### config.mk
export PLATFORM = sky130hd
export DESIGN_NAME = bcd_seq_ctrl
export DESIGN_NICKNAME = d
export VERILOG_FILES = /design/src/rtl/bcd_seq_ctrl.sv
export SDC_FILE = /design/constraint.sdc
export NUM_CORES = 1
export LEC_CHECK = 0
export ABC_CLOCK_PERIOD_IN_PS = 2600
export BUFFER_PORTS_ARGS = -buffer_cell sky130_fd_sc_hd__buf_2
export CORE_MARGIN = 8
export CORE_UTILIZATION = 45
export CTS_CLUSTER_DIAMETER = 200
export DETAILED_ROUTE_END_ITERATION = 10
export GPL_TIMING_DRIVEN = 1
export PLACE_DENSITY = 0.66
export SYNTH_ARGS = -nofsm -noshare
export SYNTH_HDL_FRONTEND = slang
export SYNTH_SLANG_ARGS = --single-unit
### constraint.sdc
create_clock -name clk -period 2.6 [get_ports clk]
set_input_delay 0.26 -clock clk [delete_from_list [all_inputs] [get_ports clk]]
set_output_delay 0.26 -clock clk [all_outputs]
set_load 0.02 [all_outputs]
### src/rtl/bcd_seq_ctrl.sv
// Sequential double-dabble binary-to-BCD converter with valid/ready on both sides.
// One input bit is processed per clock through a single shared set of add-3 correctors.
module bcd_seq_ctrl #(
  parameter int BIN_WIDTH = 28,
  parameter int DIGITS    = 8
) (
  input  logic                  clk,
  input  logic                  rst_n,
  input  logic                  clr,
  input  logic                  in_valid,
  output logic                  in_ready,
  input  logic [BIN_WIDTH-1:0]  in_bin,
  output logic                  out_valid,
  input  logic                  out_ready,
  output logic [4*DIGITS-1:0]   out_bcd,
  output logic                  out_ovf,
  output logic [DIGITS-1:0]     out_digit_en
);

  localparam int BW = 4 * DIGITS;
  localparam int CW = $clog2(BIN_WIDTH + 1);

  typedef enum logic [1:0] {IDLE, SHIFT, DONE} state_e;

  state_e               state_q, state_d;
  logic [BIN_WIDTH-1:0] bin_q, bin_d;
  logic [BW-1:0]        acc_q, acc_d;
  logic                 ovf_q, ovf_d;
  logic [CW-1:0]        cnt_q, cnt_d;
  logic [BW-1:0]        out_bcd_q;
  logic                 out_ovf_q;
  logic [DIGITS-1:0]    out_en_q;

  logic [BW-1:0]        corr;
  logic [DIGITS-1:0]    en_calc;
  logic                 any_nz;
  logic                 load_out;

  always_comb begin
    corr = acc_q;
    for (int i = 0; i < DIGITS; i++) begin
      if (acc_q[4*i +: 4] > 4'd4) begin
        corr[4*i +: 4] = acc_q[4*i +: 4] + 4'd3;
      end
    end
  end

  // Digit i is lit when it or any more significant digit is nonzero.
  always_comb begin
    en_calc = '0;
    any_nz  = 1'b0;
    for (int i = DIGITS - 1; i >= 0; i--) begin
      any_nz     = any_nz | (|acc_q[4*i +: 4]);
      en_calc[i] = any_nz;
    end
    en_calc[0] = 1'b1;
  end

  always_comb begin
    state_d  = state_q;
    bin_d    = bin_q;
    acc_d    = acc_q;
    ovf_d    = ovf_q;
    cnt_d    = cnt_q;
    load_out = 1'b0;
    unique case (state_q)
      IDLE: begin
        if (in_valid) begin
          bin_d   = in_bin;
          acc_d   = '0;
          ovf_d   = 1'b0;
          cnt_d   = CW'(BIN_WIDTH);
          state_d = SHIFT;
        end
      end
      SHIFT: begin
        // The cycle after the last shift is spent registering the result.
        if (cnt_q == '0) begin
          load_out = 1'b1;
          state_d  = DONE;
        end else begin
          acc_d = {corr[BW-2:0], bin_q[BIN_WIDTH-1]};
          bin_d = {bin_q[BIN_WIDTH-2:0], 1'b0};
          cnt_d = cnt_q - CW'(1);
          if (corr[BW-1]) begin
            ovf_d = 1'b1;
          end
        end
      end
      DONE: begin
        if (out_ready) begin
          state_d = IDLE;
        end
      end
      default: state_d = IDLE;
    endcase
    if (clr) begin
      state_d  = IDLE;
      load_out = 1'b0;
    end
  end

  always_ff @(posedge clk or negedge rst_n) begin
    if (!rst_n) begin
      state_q <= IDLE;
      bin_q   <= '0;
      acc_q   <= '0;
      ovf_q   <= 1'b0;
      cnt_q   <= '0;
    end else begin
      state_q <= state_d;
      bin_q   <= bin_d;
      acc_q   <= acc_d;
      ovf_q   <= ovf_d;
      cnt_q   <= cnt_d;
    end
  end

  always_ff @(posedge clk or negedge rst_n) begin
    if (!rst_n) begin
      out_bcd_q <= '0;
      out_ovf_q <= 1'b0;
      out_en_q  <= DIGITS'(1);
    end else if (load_out) begin
      out_bcd_q <= acc_q;
      out_ovf_q <= ovf_q;
      out_en_q  <= en_calc;
    end
  end

  assign in_ready     = (state_q == IDLE);
  assign out_valid    = (state_q == DONE);
  assign out_bcd      = out_bcd_q;
  assign out_ovf      = out_ovf_q;
  assign out_digit_en = out_en_q;

endmodule

==> results.ini <==
[run_status]
status = finished, final reports clean

[sta]
drv_slew = 0
final.setup_skew_ps = 11.0
setup_viol = 0
rsz0062_at_grt = false
hold_viol_final = 0
fin_crit_ps = 2160
fmax_ghz = 0.463
finalSetupTns_ps = 0
fin_crit_sh_pct = 83.0

[layout]
diodes = 0
layout_common_cells = 128 x nand2_1, 108 x dfrtp_1, 73 x buf_2, 69 x o21ai_0, 28 x inv_1
multi_input_area_sq_um = 2060
final_util_pct = 52.9
layout_commonest_cell = nand2_1
layout-drive-gt1-share_pct = 19.0
area_growth_pct = 14.9
finalNetCount = 634
regArea_sq_um = 2700
fillCellCount = 1032

[logic_synthesis]
yosysWarningCount = 0
synth_cell_types = 34
async_flop_share_pct = 100
syn_nets = 569
yosys_most_used_dff = dfrtp_1
ys_seq_area_share_pct = 54.2
synthesis.area_sq_um = 4990
synth.top_cell.area_share_pct = 54.2
synth.avg_cell_area_sq_um = 9.47
synthTopCellsByArea = dfrtp_1 54%, nand2_1 9.6%, o21ai_0 6.9%, mux2i_1 5.4%, o31ai_1 2.4%
synth_edf_count = 0
ys_ff_latch = 108
syn_inst = 527
synth_top_area_cell = dfrtp_1

[min_path]
whs_endpoint = state_q[0]$_DFFE_PN0P_
hp-class = in2reg
hp-start = clr
whs_path_depth = 2

[cts]
clock_path_buffers = 2
cts_tree = built
path_clk_slew_ps = 110
h-tree-depth = 3
postCtsSetupBuffers = 0
cts_root_buffer = clkbuf_8
clock_latency_ps = 380
cts_made_buffers = 9
cts_sinks = 108

[route]
drc = 0
routedWlPerCell_um = 14.2
vias = 3808
totalWireLength_um = 10400
drt-initial-drc-count = 289
dr.pass1.iters = 5
ant_nets = 0
via_per_inst = 5.17

[setup_path]
path_max_fanout = 41
r2r_end = out_digit_en[3]$_DFFE_PN0P_
critical_path.slowest_cell = or4b_1
path_cells = inv_1, ha_1, or4b_1, or3_1, buf_4, nor3_1, nor2_1
r2r_slack_ps = 440
path_class = reg2reg
slowest_delay_ps = 450
critPathLaunchType = flip-flop
critPathCaptureType = flip-flop
critPathRequiredTime_ps = 2880
critPathArrivalTime_ps = 2440
r2r-start = cnt_q[0]$_DFFE_PN0P_
r2r_cells = 7

[power]
switchingPower_mw = 0.896
p_int_mw = 2.42
p_seq_share_pct = 56.5
pwr-share-comb_pct = 11.7
power_frac_clock_pct = 31.8
cellPowerDensity_nw_per_um2 = 579
swShare_pct = 27.0
leakage_nw = 2.74
vdd_drop_max_mv = 0.265

[global_route]
overflow = 0
antenna_found_initial = 0
grt_start_max_net_pins = 86
grt_pass1_vias = 3791
grt_pass1_wl_um = 18100
grtUsageTotal_pct = 15.0

[place]
hpwl_um = 7240
place.port_buffers = 74
routabilityCongestion = 0.764

[floorplanning]
start_util_pct = 46.0
row_count = 38
die_w_um = 121
core_sq_um = 10800
ios = 76
die_area_sq_um = 14700
die_height_um = 121

[job]
max_cap_violations = 0

==> Yosys cell counts, drive strengths merged (3+ instances only) <==
library cell  count
buf              13
nor3b            12
nand3            13
clkbuf           19
dfrtp           108
a21oi            18
mux2i            27
nor3             11
or3               3
ha                9
mux2              8
o31ai            16
a31oi             9
o21ai            71
xnor2             8
inv              28
nand2           128
nor2             12
==> logic make-up (layout without fill, tap and decap cells) <==
group,after synthesis,count (layout),share of synthesized area [%]
AOI/OAI and AO/OA,116,116,12.8
xor gates and xnor gates,10,10,1.76
adders and majority gates,9,9,2.26
buffers and inverters,60,129,4.84
DFF,108,108,54.2
muxes,35,35,7.22
other,1,1,0.0752
and+or+nand+nor,188,188,16.8
==> registers in the layout (all words and copies together), names as in the netlist <==
| register | cells |
|---|---|
| bin_q | 28 |
| cnt_q | 5 |
| out_digit_en | 7 |
| ovf_q | 1 |
| out_ovf | 1 |
| state_q | 2 |
| out_bcd | 32 |
| acc_q | 32 |
==> worst max path at each step <==
stage,start,end,cells after the start
finish,cnt_q[0]$_DFFE_PN0P_,out_digit_en[3]$_DFFE_PN0P_,7
floorplan,cnt_q[0]$_DFFE_PN0P_,out_digit_en[1]$_DFFE_PN0P_,8
global route,cnt_q[0]$_DFFE_PN0P_,out_digit_en[3]$_DFFE_PN0P_,7
detailed placement,cnt_q[0]$_DFFE_PN0P_,out_digit_en[3]$_DFFE_PN0P_,7
global placement,cnt_q[0]$_DFFE_PN0P_,out_digit_en[3]$_DFFE_PN0P_,7
CTS,cnt_q[0]$_DFFE_PN0P_,out_digit_en[3]$_DFFE_PN0P_,7
==> layer usage <==
layer,vias to the layer above,global-route usage (%),share of wire (%)
li1,1912,-,-
met1,1789,19.7,46
met2,97,22.9,45
met3,10,4.84,7.6
met4,0,4.86,1.2
met5,-,0,0
==> power by group through the flow <==
| stage | clock network (mW) | registers (mW) | logic [mW] |
|---|---|---|---|
| global placement | 0 | 1.90 | 0.385 |
| global route | 1.15 | 1.89 | 0.452 |
| CTS | 1.09 | 1.88 | 0.398 |
| floorplan | 0 | 1.91 | 0.238 |
| detailed placement | 0 | 1.91 | 0.398 |
| finish | 1.06 | 1.87 | 0.389 |
==> through the flow <==
step | hold WS [ps] | area (sq um) | total power, mW | std cells | setup slack [ps]
6_report | 98.3 | 5730 | 3.32 | 736 | 442
3_5_place_dp | 233 | 5520 | 2.31 | 720 | 446
3_3_place_gp | 231 | 5520 | 2.29 | 720 | 496
4_1_cts | 89.6 | 5730 | 3.36 | 736 | 426
5_1_grt | 98.7 | 5730 | 3.50 | 736 | 279
2_1_floorplan | -35.6 | 4990 | 2.15 | 527 | 478
==> layout make-up <==
class	count	share of cell area (%)
well taps	140	3.06
inverters	28	1.83
clock inverters	5	1.07
flip-flops and latches	108	47.2
multi-input cells	359	35.9
clock buffers	10	2.40
repair buffers	86	8.56
==> worst max-delay path, delay by kind of cell, from the launching register on <==
kind	cells	cell delay [ps]
adders and majority gates	1	170
buffers and inverters	2	350
DFF	1	420
and+or+nand+nor	4	1110
==> what timing repair did <==
action | 4_1_cts | 5_1_grt
setup endpoints to repair | 0 | 0
hold buffers | 1 | 0
gates resized for setup | 0 | 0
hold endpoints to repair | 33 | 0
Power figures use the tool's default switching activity.
